===== config.mk =====
export PLATFORM = sky130hd
export DESIGN_NAME = step_pulse_gen
export DESIGN_NICKNAME = d
export VERILOG_FILES = /design/src/rtl/step_pulse_gen.sv
export SDC_FILE = /design/constraint.sdc
export NUM_CORES = 1
export LEC_CHECK = 0
export ABC_AREA = 1
export ABC_CLOCK_PERIOD_IN_PS = 1600
export CAP_MARGIN = 5
export CORE_MARGIN = 2
export CORE_UTILIZATION = 55
export DETAILED_ROUTE_END_ITERATION = 10
export PLACE_DENSITY = 0.77
export SYNTH_ARGS = -nofsm -noshare
export SYNTH_HDL_FRONTEND = slang
export SYNTH_SLANG_ARGS = --single-unit

===== constraint.sdc =====
create_clock -name clk -period 1.6 [get_ports clk]
set_input_delay 0.32 -clock clk [delete_from_list [all_inputs] [get_ports clk]]
set_output_delay 0.32 -clock clk [all_outputs]
set_load 0.005 [all_outputs]

===== src/rtl/step_pulse_gen.sv =====
// CPU clock-enable generator: free-running divider in RUN mode, debounced
// single-step button in STEP mode, plus a running count of issued pulses.
module step_pulse_gen #(
    parameter int unsigned DEBOUNCE_CYCLES = 1_000_000,
    parameter int unsigned RUN_DIVIDE      = 20_000_000
) (
    input  logic        clk,
    input  logic        reset,
    input  logic        run_mode,
    input  logic        step_btn,
    output logic        cpu_en,
    output logic        btn_clean,
    output logic [15:0] step_count,
    output logic        mode_run
);

    localparam int unsigned DB_W  = $clog2(DEBOUNCE_CYCLES + 1);
    localparam int unsigned RUN_W = $clog2(RUN_DIVIDE + 1);

    localparam logic [DB_W-1:0]  DB_LAST  = DB_W'(DEBOUNCE_CYCLES - 1);
    localparam logic [RUN_W-1:0] RUN_LAST = RUN_W'(RUN_DIVIDE - 1);
    localparam logic [DB_W-1:0]  DB_ONE   = DB_W'(1);
    localparam logic [RUN_W-1:0] RUN_ONE  = RUN_W'(1);

    typedef enum logic {
        ST_STEP = 1'b0,
        ST_RUN  = 1'b1
    } state_e;

    logic [1:0]       mode_sync_q, mode_sync_d;
    logic [1:0]       btn_sync_q,  btn_sync_d;
    logic [DB_W-1:0]  db_cnt_q,    db_cnt_d;
    logic             btn_clean_q, btn_clean_d;
    logic             btn_d_q,     btn_d_d;
    state_e           state_q,     state_d;
    logic [RUN_W-1:0] run_cnt_q,   run_cnt_d;
    logic             cpu_en_q,    cpu_en_d;
    logic [15:0]      step_count_q, step_count_d;

    logic mode_synced_s;
    logic btn_synced_s;
    logic btn_rise_s;
    logic run_pulse_s;
    logic step_pulse_s;

    assign mode_synced_s = mode_sync_q[1];
    assign btn_synced_s  = btn_sync_q[1];
    assign btn_rise_s    = btn_clean_q & ~btn_d_q;

    // Two-flop synchronizers for both asynchronous inputs.
    always_comb begin
        mode_sync_d = {mode_sync_q[0], run_mode};
        btn_sync_d  = {btn_sync_q[0], step_btn};
    end

    // Debounce: accept a new level only after it has differed for DEBOUNCE_CYCLES cycles.
    always_comb begin
        db_cnt_d    = db_cnt_q;
        btn_clean_d = btn_clean_q;
        if (btn_synced_s == btn_clean_q) begin
            db_cnt_d = '0;
        end else if (db_cnt_q == DB_LAST) begin
            btn_clean_d = btn_synced_s;
            db_cnt_d    = '0;
        end else begin
            db_cnt_d = db_cnt_q + DB_ONE;
        end
        btn_d_d = btn_clean_q;
    end

    // Mode FSM and pulse sources; run_cnt only advances while in RUN.
    always_comb begin
        state_d      = state_q;
        run_cnt_d    = run_cnt_q;
        run_pulse_s  = 1'b0;
        step_pulse_s = 1'b0;
        case (state_q)
            ST_STEP: begin
                run_cnt_d = '0;
                if (mode_synced_s) begin
                    state_d = ST_RUN;
                end else begin
                    state_d = ST_STEP;
                end
                // Suppressing right after a pulse keeps cpu_en from ever being high twice in a row.
                if (btn_rise_s && !cpu_en_q) begin
                    step_pulse_s = 1'b1;
                end else begin
                    step_pulse_s = 1'b0;
                end
            end
            ST_RUN: begin
                if (run_cnt_q == RUN_LAST) begin
                    run_cnt_d   = '0;
                    run_pulse_s = 1'b1;
                end else begin
                    run_cnt_d   = run_cnt_q + RUN_ONE;
                    run_pulse_s = 1'b0;
                end
                if (!mode_synced_s) begin
                    state_d   = ST_STEP;
                    run_cnt_d = '0;
                end else begin
                    state_d = ST_RUN;
                end
            end
            default: begin
                state_d   = ST_STEP;
                run_cnt_d = '0;
            end
        endcase
    end

    // Output pulse register and pulse counter (wraps naturally at 16 bits).
    always_comb begin
        cpu_en_d     = run_pulse_s | step_pulse_s;
        step_count_d = step_count_q + {15'd0, cpu_en_q};
    end

    // State registers with asynchronous active-low reset.
    always_ff @(posedge clk or negedge reset) begin
        if (!reset) begin
            mode_sync_q  <= 2'b00;
            btn_sync_q   <= 2'b00;
            db_cnt_q     <= '0;
            btn_clean_q  <= 1'b0;
            btn_d_q      <= 1'b0;
            state_q      <= ST_STEP;
            run_cnt_q    <= '0;
            cpu_en_q     <= 1'b0;
            step_count_q <= 16'h0000;
        end else begin
            mode_sync_q  <= mode_sync_d;
            btn_sync_q   <= btn_sync_d;
            db_cnt_q     <= db_cnt_d;
            btn_clean_q  <= btn_clean_d;
            btn_d_q      <= btn_d_d;
            state_q      <= state_d;
            run_cnt_q    <= run_cnt_d;
            cpu_en_q     <= cpu_en_d;
            step_count_q <= step_count_d;
        end
    end

    assign cpu_en     = cpu_en_q;
    assign btn_clean  = btn_clean_q;
    assign step_count = step_count_q;
    assign mode_run   = (state_q == ST_RUN);

endmodule


# Word-level counts from Yosys, hierarchy flattened
# Index checks and enable logic that the tools add are counted.
[classes]
addsub = 3
n_eq_ne = 3
n_mux = 10
bitwise_logic = 5
reduce_logical = 3
[ops]
columns = ["cell", "n"]
rows = [
  ["25-bit two-way mux", 2],
  ["25-bit case mux with 2 select lines", 1],
  ["20-bit two-way mux", 2],
  ["25-bit by 1-bit adder with 25-bit output (second input constant)", 1],
  ["25-bit == test (second input constant)", 1],
  ["20-bit by 1-bit adder with 20-bit output (second input constant)", 1],
  ["20-bit == test (second input constant)", 1],
  ["16-bit by 1-bit adder with 16-bit output", 1],
  ["1-bit two-way mux", 5],
  ["1-bit NOT", 3],
  ["2-bit AND reduction", 1],
  ["1-bit AND", 1],
  ["1-bit == test", 1],
  ["1-bit logical AND", 1],
  ["1-bit logical NOT", 1],
  ["1-bit bitwise OR", 1],
]
[word_totals]
reg_bits = 69
inputBits = 4

# Logic depth before layout (Yosys ltp)
[depth]
ltp_word = 6
ltp_mapped = 10
depth_no_buf = 10

# Least setup slack after synthesis
# No wires, ideal clock.
[synth_timing]
path_kind = "reg2reg"
startpoint = "reg cpu_en_q (netlist: cpu_en)"
endpoint = "reg step_count_q[14] (netlist: step_count[14])"
arrival_ns = 1.412
t_required_ns = 1.477
slack_ns = 0.065
stages_incl_launch_ff = 10
path_buffers = 0
period_less_slack_ns = 1.535
cell_sequence = "dfrtp_1 ha_1 ha_1 nand3_2 nor2_1 nand2_1 nor2_2 nand2_1 o21ai_0 nand2_1"
[synth_between]
elab_chain_len = 1
[synth_lines]
columns = ["element", "line", "rtl"]
rows = [
  ["from (decl)", "37", "logic cpu_en_q, cpu_en_d;"],
  ["from (signal assigned)", "140", "cpu_en_q <= cpu_en_d;"],
  ["16-bit by 1-bit adder with 16-bit output", "117", "step_count_d = step_count_q + {15'd0, cpu_en_q};"],
  ["named net step_count_d[14]", "38", "logic [15:0] step_count_q, step_count_d;"],
  ["to (signal assigned)", "141", "step_count_q <= step_count_d;"],
  ["to (decl)", "38", ""],
]
# The timed path passes the listed nets, and every way through them passes these cells.
# A chain may end at the register's enable or synchronous reset.

# Final worst setup path
[layout_timing]
startpoint = "reg step_count_q[0] (netlist: step_count[0])"
endpoint = "reg step_count_q[14] (netlist: step_count[14])"
[layout_between]
elab_chain_len = 1
[layout_lines]
columns = ["element", "line"]
rows = [
  ["16-bit by 1-bit adder with 16-bit output", "117"],
  ["named net step_count_d[14]", "38"],
]
# The timed path passes the listed nets, and every way through them passes these cells.

==> flow_metrics.py <==
metrics = {
    "status": {
        "status": "finished, violations left",
        "violations": "negative setup slack",
    },
    "synth": {
        "synthFlopType": "dfrtp_1",
        "synth_top_area_share_pct": 49.1,
        "synth.most_common_cell": "nor2_1",
        "synth-seq-area-share_pct": 49.1,
        "synth_area_leaders": "dfrtp_1 49%, nor2_1 9.9%, nand2_1 9.4%, xor2_1 6.0%, inv_1 4.4%",
        "synthesis.nets": 429,
        "ys_ff_latch": 69,
        "synth_cells": 421,
        "async_flop_share_pct": 100,
        "syn_avg_cell_area_um2": 8.35,
        "ys_warn_count": 0,
        "netlist_area_um2": 3510,
        "ys_top_cells_by_count": "93 x nor2_1, 88 x nand2_1, 69 x dfrtp_1",
        "synth_edf_count": 0,
        "synth_top_cell_by_area": "dfrtp_1",
        "synth_cell_type_count": 25,
    },
    "clocking": {
        "cts_buffers": 9,
        "clk_latency_ns": 0.36,
        "cts_htree_levels": 3,
        "cts_sinks": 69,
        "cts-root-buf": "clkbuf_8",
        "ctsLongestPathBuffers": 2,
        "cts_tree": "built",
        "cts.clk_slew.worst_paths_ns": 0.09,
    },
    "power_and_ir_drop": {
        "p_per_area_nw_per_um2": 931,
        "peakVddDrop_v": 0.000748,
        "power_leakage_nw": 1.99,
    },
    "layout": {
        "nNetsFinal": 489,
        "diodes": 0,
        "drive_gt1_share_pct": 17.9,
        "fin_cells": 563,
        "fill_cells": 467,
        "area_growth_pct": 23.9,
        "final_util_pct": 69.3,
    },
    "worst_setup_path": {
        "cpMaxStageDelayCell": "dfrtp_1",
        "start_kind": "flip-flop",
        "critical_path.most_common_cell": "nand2_2",
        "cp-end-kind": "flip-flop",
        "cp.required_ns": 1.84,
        "worstSetupPathType": "flip-flop to flip-flop",
        "crit_fanout": 3,
        "critical_path_arrival_ns": 1.88,
        "cpPeakStageDelay_ns": 0.36,
        "crit_chain": "ha_2 -> ha_4 -> nand3_2 -> nor2_2 -> nand2_2 -> nor2_4 -> nand2_2 -> o21ai_1 -> nand2_1",
    },
    "timing": {
        "fin_skew_ns": 0.0119,
        "finalHoldViolations": 0,
        "rsz0062_at_grt": "yes",
        "slew_viol_final": 0,
        "worst_pin_slew_ns": 0.549,
        "period_needed_ns": 1.64,
        "fin_ws_ns": -0.0439,
        "fmax_ghz": 0.608,
        "fin_crit_sh_pct": 103,
        "setup_viol": 2,
        "slew_headroom_pct": 63.4,
    },
    "drt": {
        "first_iter_violations": 143,
        "drcViolationCount": 0,
        "num_vias": 2920,
        "drt_wl_total_mm": 8.15,
        "vias_per_cell": 5.19,
        "ant_nets": 0,
        "routedWlPerCell_um": 14.5,
        "first_pass_iters": 4,
    },
    "floorplanning": {
        "io_pins": 23,
        "die_width_um": 83.9,
        "rows": 29,
        "die_h_um": 83.9,
        "design.core.area_um2": 6280,
        "initial_core_util_pct": 56.0,
        "die_area_um2": 7050,
    },
    "global_routing": {
        "grt_max_degree": 59,
        "met3_usage_pct": 4.45,
        "grt.overflow.total": 0,
        "grt_usage_pct": 22.2,
        "grt_first_pass_wirelength_mm": 12.4,
        "grtUsageMet2_pct": 36.4,
        "use_met1_pct": 28.3,
        "busiest_layer": "met2",
        "grt_pass1_vias": 2781,
        "antenna_found_initial": 0,
    },
    "place": {
        "placedCellCount": 520,
        "place.gp.congestion": 0.906,
        "port_buffers": 22,
        "hpwlAfterDp_mm": 4.79,
        "place_ws_ns": -0.0817,
    },
    "run": {
        "maxCapViolations": 0,
    },
    "min_path": {
        "min_path_type": "input port to asynchronous set/reset pin",
    },
}
[cells by family (layout without fill, tap and decap cells)]
| kind of cell | count (synthesis) | count (layout) | share of synthesized area (%) |
|---|---|---|---|
| buffers and inverters | 45 | 108 | 5.23 |
| AO/OA/AOI/OAI | 15 | 15 | 2.46 |
| flip-flops | 69 | 69 | 49.1 |
| adder cells (fa/ha/maj) | 4 | 4 | 1.42 |
| XOR/XNOR | 36 | 36 | 8.97 |
| AND/OR/NAND/NOR | 252 | 254 | 32.8 |
[critical path, delay by kind of cell, from the launching register on]
| family | cells | cell delay [ns] |
|---|---|---|
| adders and majority gates | 2 | 0.37 |
| DFF | 1 | 0.36 |
| AOI/OAI and AO/OA | 1 | 0.15 |
| and+or+nand+nor | 6 | 0.64 |
[worst paths after layout]
| kind | end | cells past startpoint | slack (ns) | from |
|---|---|---|---|---|
| setup / recovery | step_count[14] | 9 | -0.04 | step_count[0] |
| hold / removal | run_cnt_q[3] | 2 | 0.36 | reset |
| min in group clk | btn_sync_q[1] | 0 | 0.36 | btn_sync_q[0] |
| max in group asynchronous | step_count[2] | 3 | 0.62 | reset |
| setup reg to reg | step_count[14] | 9 | -0.04 | step_count[0] |
| hold reg to reg | btn_sync_q[1] | 0 | 0.36 | btn_sync_q[0] |
[where the power goes]
group	leakage (nW)	total [mW]	internal (mW)	switching, mW
logic	0.936	0.494	0.258	0.237
registers	0.938	1.90	1.83	0.0677
clock network	0.116	1.66	0.905	0.759
[per-layer routing]
layer,vias up,share of wire (%)
li1,1436,-
met4,0,2.1
met3,18,3.2
met1,1404,44
met2,62,51
met5,-,0
[timing repair]
item / 4_1_cts / 5_1_grt
hold buffers: 1 / 0
pin swaps: 0 / 5
setup buffers: 12 / 12
gates cloned: 0 / 2
hold endpoints to repair: 11 / 0
setup endpoints to repair: 16 / 36
gates resized for setup: 8 / 18
[layout make-up]
cell class | count | area, um2 | share of cell area (%)
Clock inverter | 7 | 106 | 2.44
Tap cell | 77 | 96.3 | 2.21
Clock buffer | 9 | 124 | 2.85
Sequential cell | 69 | 1730 | 39.7
Inverter | 43 | 161 | 3.71
Multi-Input combinational cell | 309 | 1700 | 39.1
Timing Repair Buffer | 49 | 437 | 10.0
[placed cells by master, fill, tap and decap left out, types with 5 or more instances in the layout]
cell type / n
buf_4: 25
a21oi_1: 6
xnor2_1: 12
clkbuf_8: 9
nor2_1: 91
xor2_1: 24
nand3_1: 24
inv_1: 41
nand4_1: 8
nor3_1: 7
nand2_1: 85
nand3_2: 5
nor2_2: 10
nand2_2: 8
clkdlybuf4s50_1: 14
dfrtp_1: 68
nor2_4: 6
[per-stage QoR]
stage	cell area, um2	hold WS [ns]	setup TNS (ns)	total power, mW
after CTS	4160	0.364	-0.0289	3.98
final	4350	0.363	-0.0818	4.05
after floorplan	3510	0.0244	0	2.05
after detailed placement	3830	0.225	-0.0817	2.27
after global routing	4350	0.373	-0.436	4.21
after global placement	3830	0.222	0	2.26
[flip-flops by register name (all words and copies together), names as in the netlist]
register	count
step_count	16
run_cnt_q	25
btn_clean	1
cpu_en	1
mode_sync_q	2
mode_run	1
btn_d_q	1
db_cnt_q	20
btn_sync_q	2
(Power assumes the default switching activity.)
